$ cat src/rtl/timer_bank_if.sv
// Bus bundle for timer_bank: per-channel controls in, status out.
// The controller side uses the master modport, the timer bank uses the slave modport.
interface timer_bank_if #(
    parameter int CHANNELS = 3,
    parameter int WIDTH    = 4
);
    logic                      tick_en;
    logic [CHANNELS-1:0]       start;
    logic [CHANNELS-1:0]       abort;
    logic [CHANNELS-1:0]       hold;
    logic [CHANNELS-1:0]       auto_reload;
    logic [CHANNELS*WIDTH-1:0] value;
    logic [CHANNELS-1:0]       running;
    logic [CHANNELS-1:0]       expired;
    logic                      expired_any;
    logic [CHANNELS*WIDTH-1:0] time_left;

    modport master (
        output tick_en, start, abort, hold, auto_reload, value,
        input  running, expired, expired_any, time_left
    );

    modport slave (
        input  tick_en, start, abort, hold, auto_reload, value,
        output running, expired, expired_any, time_left
    );
endinterface

$ cat src/rtl/timer_bank.sv
// Bank of independent down-counting tick timers with one-shot or auto-reload mode.
// Each channel is a two-state FSM; every output comes straight from a register.
module timer_bank #(
    parameter int CHANNELS = 3,
    parameter int WIDTH    = 4
) (
    input  logic         clk,
    input  logic         Reset_n,
    timer_bank_if.slave  bus
);
    typedef enum logic {
        ST_IDLE = 1'b0,
        ST_RUN  = 1'b1
    } state_t;

    state_t              r_state   [CHANNELS];
    logic [WIDTH-1:0]    r_count   [CHANNELS];
    logic [CHANNELS-1:0] r_auto;
    logic [CHANNELS-1:0] r_expired;
    logic                r_expired_any;

    state_t              w_state_nxt [CHANNELS];
    logic [WIDTH-1:0]    w_count_nxt [CHANNELS];
    logic [WIDTH-1:0]    w_value     [CHANNELS];
    logic [CHANNELS-1:0] w_auto_nxt;
    logic [CHANNELS-1:0] w_expired_nxt;
    logic [CHANNELS-1:0] w_running;
    logic [CHANNELS*WIDTH-1:0] w_time_left;

    always_comb begin
        for (int i = 0; i < CHANNELS; i++) begin
            w_value[i] = bus.value[i*WIDTH +: WIDTH];
        end
    end

    // Per-channel priority: abort, then start, then a counted tick.
    always_comb begin
        for (int i = 0; i < CHANNELS; i++) begin
            // NOTE: every next-state signal gets a hold-current default first so no branch can infer a latch.
            w_state_nxt[i]   = r_state[i];
            w_count_nxt[i]   = r_count[i];
            w_auto_nxt[i]    = r_auto[i];
            w_expired_nxt[i] = 1'b0;

            if (bus.abort[i]) begin
                w_state_nxt[i] = ST_IDLE;
                w_count_nxt[i] = '0;
            end else if (bus.start[i]) begin
                if (w_value[i] == '0) begin
                    w_state_nxt[i]   = ST_IDLE;
                    w_count_nxt[i]   = '0;
                    w_expired_nxt[i] = 1'b1;
                end else begin
                    w_state_nxt[i] = ST_RUN;
                    w_count_nxt[i] = w_value[i];
                    w_auto_nxt[i]  = bus.auto_reload[i];
                end
            end else if (r_state[i] == ST_RUN && bus.tick_en && !bus.hold[i]) begin
                if (r_count[i] > WIDTH'(1)) begin
                    w_count_nxt[i] = r_count[i] - WIDTH'(1);
                end else begin
                    // Final tick: pulse and either reload from the live value or go idle.
                    w_expired_nxt[i] = 1'b1;
                    if (r_auto[i] && w_value[i] != '0) begin
                        w_count_nxt[i] = w_value[i];
                        w_auto_nxt[i]  = bus.auto_reload[i];
                    end else begin
                        w_state_nxt[i] = ST_IDLE;
                        w_count_nxt[i] = '0;
                    end
                end
            end
        end
    end

    always_ff @(posedge clk or negedge Reset_n) begin
        if (!Reset_n) begin
            // NOTE: the per-channel arrays are only CHANNELS entries of control state, so they are reset like any register.
            for (int i = 0; i < CHANNELS; i++) begin
                r_state[i] <= ST_IDLE;
                r_count[i] <= '0;
            end
            r_auto        <= '0;
            r_expired     <= '0;
            r_expired_any <= 1'b0;
        end else begin
            // NOTE: non-blocking so every channel updates from the same pre-edge values.
            for (int i = 0; i < CHANNELS; i++) begin
                r_state[i] <= w_state_nxt[i];
                r_count[i] <= w_count_nxt[i];
            end
            r_auto        <= w_auto_nxt;
            r_expired     <= w_expired_nxt;
            r_expired_any <= |w_expired_nxt;
        end
    end

    always_comb begin
        for (int i = 0; i < CHANNELS; i++) begin
            w_running[i]                     = (r_state[i] == ST_RUN);
            w_time_left[i*WIDTH +: WIDTH]    = r_count[i];
        end
    end

    assign bus.running     = w_running;
    assign bus.expired     = r_expired;
    assign bus.expired_any = r_expired_any;
    assign bus.time_left   = w_time_left;
endmodule

$ cat src/flat_wrapper.sv
// flat-port wrapper written by rule: the top's interface ports become plain ports
module timer_bank_flat 
#(
    parameter int CHANNELS = 3,
    parameter int WIDTH    = 4
)
  (clk, Reset_n, bus_tick_en, bus_start, bus_abort, bus_hold, bus_auto_reload, bus_value, bus_running, bus_expired, bus_expired_any, bus_time_left);
  timer_bank_if #(.CHANNELS(CHANNELS), .WIDTH(WIDTH)) bus_i ();
  input  logic clk;
  input  logic Reset_n;
  input wire logic [$bits(bus_i.tick_en)-1:0] bus_tick_en;
  input wire logic [$bits(bus_i.start)-1:0] bus_start;
  input wire logic [$bits(bus_i.abort)-1:0] bus_abort;
  input wire logic [$bits(bus_i.hold)-1:0] bus_hold;
  input wire logic [$bits(bus_i.auto_reload)-1:0] bus_auto_reload;
  input wire logic [$bits(bus_i.value)-1:0] bus_value;
  output wire logic [$bits(bus_i.running)-1:0] bus_running;
  output wire logic [$bits(bus_i.expired)-1:0] bus_expired;
  output wire logic [$bits(bus_i.expired_any)-1:0] bus_expired_any;
  output wire logic [$bits(bus_i.time_left)-1:0] bus_time_left;
  assign bus_i.tick_en = bus_tick_en;
  assign bus_i.start = bus_start;
  assign bus_i.abort = bus_abort;
  assign bus_i.hold = bus_hold;
  assign bus_i.auto_reload = bus_auto_reload;
  assign bus_i.value = bus_value;
  assign bus_running = bus_i.running;
  assign bus_expired = bus_i.expired;
  assign bus_expired_any = bus_i.expired_any;
  assign bus_time_left = bus_i.time_left;
  timer_bank #(.CHANNELS(CHANNELS), .WIDTH(WIDTH)) u_core (.clk(clk), .Reset_n(Reset_n), .bus(bus_i));
endmodule
$ cat config.mk
export PLATFORM = sky130hd
export DESIGN_NAME = timer_bank_flat
export DESIGN_NICKNAME = d
export VERILOG_FILES = /design/src/rtl/timer_bank_if.sv /design/src/rtl/timer_bank.sv /design/src/flat_wrapper.sv
export SDC_FILE = /design/constraint.sdc
export NUM_CORES = 1
export LEC_CHECK = 0
export CAP_MARGIN = 20
export CORE_ASPECT_RATIO = 0.75
export CORE_MARGIN = 5
export CORE_UTILIZATION = 46
export DETAILED_ROUTE_END_ITERATION = 7
export PLACE_DENSITY = 0.79
export SLEW_MARGIN = 20
export SYNTH_ARGS = -nofsm -noshare
export SYNTH_HDL_FRONTEND = slang
export SYNTH_SLANG_ARGS = --single-unit
export TNS_END_PERCENT = 30
$ cat constraint.sdc
create_clock -name clk -period 2.15 [get_ports clk]
set_clock_uncertainty 0.15 [all_clocks]
set_input_delay 0.43 -clock clk [delete_from_list [all_inputs] [get_ports clk]]
set_output_delay 0.43 -clock clk [all_outputs]
set_load 0.005 [all_outputs]
==> flow_summary.ini, run 1 <==
[clocking]
cts_sinks = 22
cts.clk_slew.worst_paths_ns = 0.08
root_buffer = clkbuf_8
cts_tree = built
cts_resized = 0
cts_max_level = 1
cts_setup_buffers = 0
clk_latency_ns = 0.26
holdBufCountCts = 0
cts.path.max_buffers = 2
cts-buffers-inserted = 3

[power]
netSwitchingFraction_pct = 28.9
p_total_mw = 1.08
ir_drop_mv = 0.450
p_seq_share_pct = 44.5
clock_power_share_pct = 27.5
switching_power_mw = 0.313
combPwrFrac_pct = 28.0
p_leak_nw = 0.869
power_density_nw_per_um2 = 520
cell_internal_pwr_mw = 0.770

[drt]
drt_iter0_drc = 149
dr.pass1.iters = 4
num_vias = 1561
routedWlPerCell_um = 15.4
route.detailed.drc = 0
routed_wl_mm = 4.10
drtAntennaViolNets = 0
post_drt_via_cell_ratio = 5.87

[run_status]
status = finished, final reports clean

[floorplan]
start_util_pct = 48.9
die_h_um = 59.1
fp.dieW_um = 75.4
rows = 17
core_area_um2 = 3020
io_pins = 46
dieArea_um2 = 4460

[final_layout]
drive_gt1_share_pct = 8.77
syn2layout_area_growth_pct = 41.1
finish.utilization_pct = 69.0
antenna_cells = 0
fillers = 230
final_common_cell = clkdlybuf4s50_1
layout.nets = 262
mostFrequentLayoutCells = clkdlybuf4s50_1, dfrtp_1, nand2_1, a21oi_1, inv_1

[synthesis]
syn-num-nets = 208
ys_async_sr_fraction_pct = 100
synth_top_area_cell = dfrtp_1
ys_warn_count = 0
synth-edff-count = 0
ys_seq_area_share_pct = 37.3
synth_ff_type = dfrtp_1
synthesis.instances = 175
synth_seq_cells = 22
synth_area_um2 = 1480
netlist_top_cells_area = dfrtp_1, a21oi_1, ha_1
ys_types = 45
synth_top_area_share_pct = 37.3
synth_area_per_cell_um2 = 8.44

[placed_design]
gp_congestion = 0.957
dpl.hpwl_mm = 3.28
numPortBuffers = 45

[sta]
min_period_ns = 2.00
hold_ws_ns = 0.353
rsz0062_at_grt = no
slew_headroom_pct = 74.5
setup_viol = 0
fin_crit_sh_pct = 92.8
finalHoldViolCount = 0
slew_violations = 0
tightest_slew_ns = 0.379
fmax_mhz = 501

[worst_setup_path]
ff2ff_path_depth = 6
crit_start = u_core.bus.time_left[8]$_DFFE_PN0P_
required_ns = 2.19
critPathKind = flop to flop
endpoint_kind = flop
cp_max_fo = 6
r2r_start = u_core.bus.time_left[8]$_DFFE_PN0P_
arrival_ns = 2.03
startpoint_type = flop

[global_routing]
use_met2_pct = 30.8
met3_usage_pct = 4.75
grt_antenna_before_repair = 0
grt_max_degree = 23
grt_use_total_pct = 19.6
grt_overflow = 0
use_met1_pct = 27.4
grt_pass1_vias = 1496
top_usage_layer = met2
grt_pass1_wl_mm = 6.83

[job]
drv_cap = 0

[hold_path]
holdCritPathClass = input pin to async pin
## power by group through the flow
| stage | Clock, mW | Combinational [mW] | Sequential (mW) |
|---|---|---|---|
| after floorplan | 0 | 0.145 | 0.482 |
| after global placement | 0 | 0.293 | 0.488 |
| after detailed placement | 0 | 0.300 | 0.489 |
| after CTS | 0.306 | 0.302 | 0.481 |
| after global routing | 0.322 | 0.333 | 0.488 |
| final | 0.298 | 0.303 | 0.482 |
## layout make-up
type / count / area, um2 / share of cell area (%)
clock buffer: 4 / 55.1 / 2.64
tap: 38 / 47.5 / 2.28
inverter: 15 / 56.3 / 2.70
multi-input combinational: 131 / 842 / 40.4
timing repair buffer: 56 / 533 / 25.6
sequential: 22 / 551 / 26.4
## path summary, 6_finish.rpt
check	endpoint	slack, ns
max	u_core.bus.time_left[11]$_DFFE_PN0P_	0.15
min	u_core.bus.time_left[2]$_DFFE_PN0P_	0.35
max reg2reg	u_core.bus.time_left[11]$_DFFE_PN0P_	0.15
min reg2reg	u_core.r_auto[1]$_DFFE_PN0P_	0.44
max in group asynchronous	u_core.bus.time_left[1]$_DFFE_PN0P_	1.27
min in group clk	u_core.r_auto[1]$_DFFE_PN0P_	0.44
## registers in the layout, summed over array words and instances (netlist names)
name	count
u_core.bus.expired	3
u_core.bus.expired_any	1
u_core.bus.running	3
u_core.bus.time_left	12
u_core.r_auto	3
## per-stage QoR
step | setup slack, ns | cells | TNS, ns | instance area (um2)
2_1_floorplan | 0.334 | 175 | 0 | 1480
3_3_place_gp | 0.0177 | 262 | 0 | 2030
3_5_place_dp | -0.0432 | 262 | -0.0432 | 2030
4_1_cts | 0.164 | 266 | 0 | 2080
5_1_grt | 0.0639 | 266 | 0 | 2080
6_report | 0.155 | 266 | 0 | 2080
## critical path, stage by stage (launching register included)
cell      delay [ns]
dfrtp_1         0.46
inv_1           0.10
ha_1            0.27
or4_4           0.52
a211oi_2        0.18
o22ai_1         0.09
a21oi_1         0.15
## cell usage after synthesis, drive strengths merged (3+ instances only)
cell type / count
a31oi: 7
nand3b: 4
nor4: 3
a211oi: 3
nor3: 7
nand4: 3
nor2: 9
and3b: 3
inv: 15
o21ai: 6
nand3: 4
dfrtp: 22
buf: 3
clkbuf: 4
o32ai: 4
nand2: 18
nand2b: 3
o22ai: 3
a21oi: 18
ha: 6
and3: 4
## kinds of logic after synthesis
| kind of cell | count (synthesis) | share of synthesized area, % |
|---|---|---|
| flops | 22 | 37.3 |
| compound gates | 57 | 26.0 |
| fa+ha+maj | 6 | 5.08 |
| buf+inv | 22 | 5.76 |
| simple gates | 68 | 25.9 |
## layer usage
layer	share of wire, %	wire [um]
met2	45	1850
met3	7.6	312
met1	46	1900
met5	0	0
met4	0.88	36
(Power assumes the default switching activity.)
==> run 2: changes to the inputs <==
--- a/config.mk
+++ b/config.mk
@@ -6,9 +6,9 @@
 export NUM_CORES = 1
 export LEC_CHECK = 0
 export CAP_MARGIN = 20
-export CORE_ASPECT_RATIO = 0.75
 export CORE_MARGIN = 5
 export CORE_UTILIZATION = 46
+export CTS_CLUSTER_DIAMETER = 80
 export DETAILED_ROUTE_END_ITERATION = 7
 export PLACE_DENSITY = 0.79
 export SLEW_MARGIN = 20
==> run 2 against run 1 <==
Net effect:
- setup slack hardly changed
- non-clock buffer count is 1 higher
- first-iteration DRC count is 31% lower
- maximum frequency hardly changed
- sequential share of layout area is 0.16 points lower
- register-to-register slack hardly changed
- utilization is 0.88 points lower
- worst hold slack worse by 0.063 ns
- sequential cell count stayed put
- die area is 0.27% lower
- critical path depth stayed put
- clock power is 10% higher
- critical path type unchanged
- critical endpoint unchanged
- highest routed layer unchanged
==> flow_summary.ini, run 2 (same netlist as run 1, synthesis figures left out) <==
[run_status]
status = finished, final reports clean

[floorplan]
fp.dieW_um = 66.7
core_area_um2 = 3080
die_h_um = 66.7
rows = 20
io_pins = 46
start_util_pct = 48.0
dieArea_um2 = 4450

[final_layout]
drive_gt1_share_pct = 9.17
fillers = 268
fin_area_um2 = 2100
multi_input_area_um2 = 842
regArea_um2 = 551
mostFrequentLayoutCells = clkdlybuf4s50_1, dfrtp_1, nand2_1, a21oi_1, inv_1
layout.nets = 263
syn2layout_area_growth_pct = 41.9
largest_register_ffs = 12
antenna_cells = 0
final_common_cell = clkdlybuf4s50_1

[drt]
routedWlPerCell_um = 15.8
dr.pass1.iters = 4
post_drt_via_cell_ratio = 5.86
route.detailed.drc = 0
num_vias = 1601
drt_iter0_drc = 103
drtAntennaViolNets = 0
routed_wl_mm = 4.32

[worst_setup_path]
slowest_delay_ns = 0.52
arrival_ns = 2.10
cpMaxStageDelayCell = or4_4
critPathKind = flop to flop
crit_path_cell_trace = inv_1 > ha_1 > or4_4 > a211oi_2 > o22ai_1 > a21oi_1
cp_num_buf_inv = 1
required_ns = 2.25
startpoint_type = flop
endpoint_kind = flop
path_delay_family = simple AND/OR/NAND/NOR gates
cp_max_fo = 6

[power]
p_leak_nw = 0.873
power_density_nw_per_um2 = 534
switching_power_mw = 0.322
clock_power_share_pct = 29.4
ir_drop_mv = 0.325
cell_internal_pwr_mw = 0.797
combPwrFrac_pct = 27.4
p_seq_share_pct = 43.2
netSwitchingFraction_pct = 28.8

[clocking]
cts_setup_buffers = 0
clk_latency_ns = 0.32
cts_sinks = 22
cts_tree = built
cts_max_level = 1
cts.path.max_buffers = 2
cts_resized = 0
root_buffer = clkbuf_4
holdBufCountCts = 0
cts-buffers-inserted = 3
cts.clk_slew.worst_paths_ns = 0.14

[sta]
fin_ws_ns = 0.154
fmax_mhz = 501
tightest_slew_ns = 0.381
setup_viol = 0
finalHoldViolCount = 0
slew_headroom_pct = 74.4
min_period_ns = 2.00
slew_violations = 0
fin_setup_tns_ns = 0
fin_crit_sh_pct = 92.8
rsz0062_at_grt = no

[placed_design]
numPortBuffers = 45
dp_slack_ns = 0.0185
gp_congestion = 0.910
dpl.hpwl_mm = 3.43
placed_area_um2 = 2040

[job]
drv_cap = 0

[global_routing]
grt_pass1_vias = 1631
grt_use_total_pct = 21.5
grt_pass1_wl_mm = 7.37
grt_max_degree = 23
grt_overflow = 0
grt_antenna_before_repair = 0

[hold_path]
holdCritPathClass = input pin to async pin
[run 2: changes by cell type in the layout (fill, tap and decap cells not counted)]
cell	change
bufinv_16	+1
buf_4	+1
clkbuf_4	+3
clkbuf_8	-4
[run 2: worst paths after layout]
kind | endpoint | startpoint | cells past startpoint | slack (ns)
min | u_core.r_auto[0]$_DFFE_PN0P_ | Reset_n | 2 | 0.29
min in group clk | u_core.bus.running[1]$_DFFE_PN0P_ | u_core.bus.running[1]$_DFFE_PN0P_ | 1 | 0.45
max | u_core.bus.time_left[11]$_DFFE_PN0P_ | u_core.bus.time_left[8]$_DFFE_PN0P_ | 6 | 0.15
max in group asynchronous | u_core.bus.time_left[6]$_DFFE_PN0P_ | Reset_n | 2 | 1.33
max reg2reg | u_core.bus.time_left[11]$_DFFE_PN0P_ | u_core.bus.time_left[8]$_DFFE_PN0P_ | 6 | 0.15
min reg2reg | u_core.bus.running[1]$_DFFE_PN0P_ | u_core.bus.running[1]$_DFFE_PN0P_ | 1 | 0.45
[run 2: metal layers]
layer | vias up | global-route usage [%] | routed length [um]
li1 | 767 | - | -
met1 | 757 | 28.3 | 1960
met2 | 67 | 34.9 | 2020
met3 | 10 | 3.88 | 272
met4 | 0 | 7.87 | 65
met5 | - | 0 | 0
[run 2: power groups by stage]
stage,Clock (mW),Sequential (mW),Combinational [mW]
after CTS,0.338,0.482,0.307
after global placement,0,0.488,0.297
after detailed placement,0,0.489,0.306
final,0.329,0.484,0.307
after floorplan,0,0.482,0.145
after global routing,0.349,0.491,0.338
[run 2: final cells by class]
type                       count  area share [%]
clock buffer                   3            1.07
clock inverter                 1            1.43
inverter                      15            2.68
multi-input combinational    131            40.2
sequential                    22            26.3
tap                           44            2.63
timing repair buffer          57            25.8
[run 2: metrics by stage]
step	util, %	hold slack (ns)	total power, mW	std cells
floorplan	-	-0.0156	0.628	175
global placement	66.4	0.407	0.785	269
detailed placement	66.4	0.415	0.795	269
CTS	68.1	0.285	1.13	273
global route	68.1	0.316	1.18	273
finish	68.1	0.290	1.12	273
==> run 3: changes to the inputs <==
==> constraint.sdc (replaced) <==
create_clock -name clk -period 2.1 [get_ports clk]
set_clock_uncertainty 0.15 [all_clocks]
set_input_delay 0.42 -clock clk [delete_from_list [all_inputs] [get_ports clk]]
set_output_delay 0.42 -clock clk [all_outputs]
set_load 0.005 [all_outputs]
==> run 3 against run 2 <==
Net effect:
- first-iteration DRC count rose by 33%
- sequential share of layout area increased by 0.15 points
- setup slack got worse by 0.0032 ns
- register-to-register slack improved by 0.02 ns
- non-clock buffer count up 1
- largest power group unchanged
==> flow_summary.ini, run 3 (same netlist as run 1, synthesis figures left out) <==
[placed_design]
dpl.hpwl_mm = 3.33
dp_slack_ns = 0.000501
placed_area_um2 = 2050
gp_congestion = 0.966
numPortBuffers = 45

[worst_setup_path]
critPathKind = flop to output port
arrival_ns = 1.38
endpoint_kind = output port
r2r_start = u_core.bus.time_left[8]$_DFFE_PN0P_
crit_start = u_core.bus.time_left[0]$_DFFE_PN0P_
cp_max_fo = 4
startpoint_type = flop
required_ns = 1.53

[hold_path]
holdCritPathClass = input pin to async pin

[floorplan]
io_pins = 46
dieArea_um2 = 4450
die_h_um = 66.7
core_area_um2 = 3080
start_util_pct = 48.0
fp.dieW_um = 66.7
rows = 20

[sta]
fin_ws_ns = 0.151
hold_ws_ns = 0.287
fmax_mhz = 513
min_period_ns = 1.95
slew_violations = 0
tightest_slew_ns = 0.393
rsz0062_at_grt = no
slew_headroom_pct = 73.6
setup_viol = 0
fin_setup_tns_ns = 0
fin_crit_sh_pct = 92.8
finalHoldViolCount = 0

[clocking]
cts_max_level = 1
cts_tree = built
cts-buffers-inserted = 3
cts.path.max_buffers = 2
clk_latency_ns = 0.31
root_buffer = clkbuf_4
cts_sinks = 22
cts.clk_slew.worst_paths_ns = 0.13
cts_setup_buffers = 0

[final_layout]
final_common_cell = clkdlybuf4s50_1
antenna_cells = 0
fillers = 269
syn2layout_area_growth_pct = 41.4
fin_area_um2 = 2090
layout.nets = 264
drive_gt1_share_pct = 10.0
mostFrequentLayoutCells = clkdlybuf4s50_1, dfrtp_1, nand2_1, a21oi_1, inv_1
largest_register_ffs = 12

[job]
drv_cap = 0

[power]
p_leak_nw = 0.870
ir_drop_mv = 0.303
power_density_nw_per_um2 = 501
p_total_mw = 1.05

[drt]
dr.pass1.iters = 4
post_drt_via_cell_ratio = 5.86
route.detailed.drc = 0
drtAntennaViolNets = 0
routed_wl_mm = 4.14
num_vias = 1606
routedWlPerCell_um = 15.1
drt_iter0_drc = 137

[global_routing]
grt_max_degree = 23
grt_antenna_before_repair = 0
grt_use_total_pct = 20.1
grt_pass1_vias = 1583
grt_overflow = 0
grt_pass1_wl_mm = 7.03

[run_status]
status = finished, final reports clean
-- run 3: changes by cell type in the layout (fill, tap and decap cells not counted) --
cell       delta
buf_4         +1
dfrtp_1       -1
dfrtp_2       +1
bufinv_16     -1
clkbuf_8      +1
-- run 3: final timing paths --
kind / depth (start not counted) / to / slack [ns]
max in group asynchronous: 2 / u_core.bus.time_left[8]$_DFFE_PN0P_ / 1.27
hold / removal: 2 / u_core.bus.time_left[9]$_DFFE_PN0P_ / 0.29
setup reg to reg: 6 / u_core.bus.time_left[8]$_DFFE_PN0P_ / 0.17
setup / recovery: 2 / bus_time_left[0] / 0.15
hold reg to reg: 2 / u_core.r_auto[1]$_DFFE_PN0P_ / 0.44
min in group clk: 2 / u_core.r_auto[1]$_DFFE_PN0P_ / 0.44
-- run 3: layout make-up --
type	instances	area [um2]	share of cell area, %
multi-input cells	131	842	40.3
flip-flops and latches	22	552	26.4
well taps	44	55.1	2.63
clock buffers	4	36.3	1.74
inverters	15	56.3	2.69
repair buffers	58	548	26.2
-- run 3: critical path, cell delays in order, from the launching register on --
cell	delay [ns]
dfrtp_1	0.42
buf_4	0.15
clkdlybuf4s50_1	0.50
-- run 3: where the power goes --
part | total [mW] | internal (mW) | switching, mW
sequential | 0.493 | 0.455 | 0.0388
combinational | 0.313 | 0.169 | 0.144
clock | 0.241 | 0.106 | 0.135
total | 1.05 | 0.730 | 0.317
-- run 3: per-layer routing --
metal / GRT usage [%] / up-vias / routed length, um
li1: - / 761 / -
met1: 26.2 / 764 / 1810
met2: 34.8 / 77 / 2010
met3: 3.04 / 4 / 291
met4: 4.57 / 0 / 25
met5: 0 / - / 0
-- run 3: timing repair --
item | CTS | global route
resized for setup | 0 | 1
setup endpoints to repair | 0 | 1
hold buffers | 0 | 0
-- run 3: metrics by stage --
stage	cells	util, %
after global routing	274	67.9
after global placement	270	66.7
final	274	67.9
after detailed placement	270	66.7
after CTS	274	67.8
after floorplan	175	-
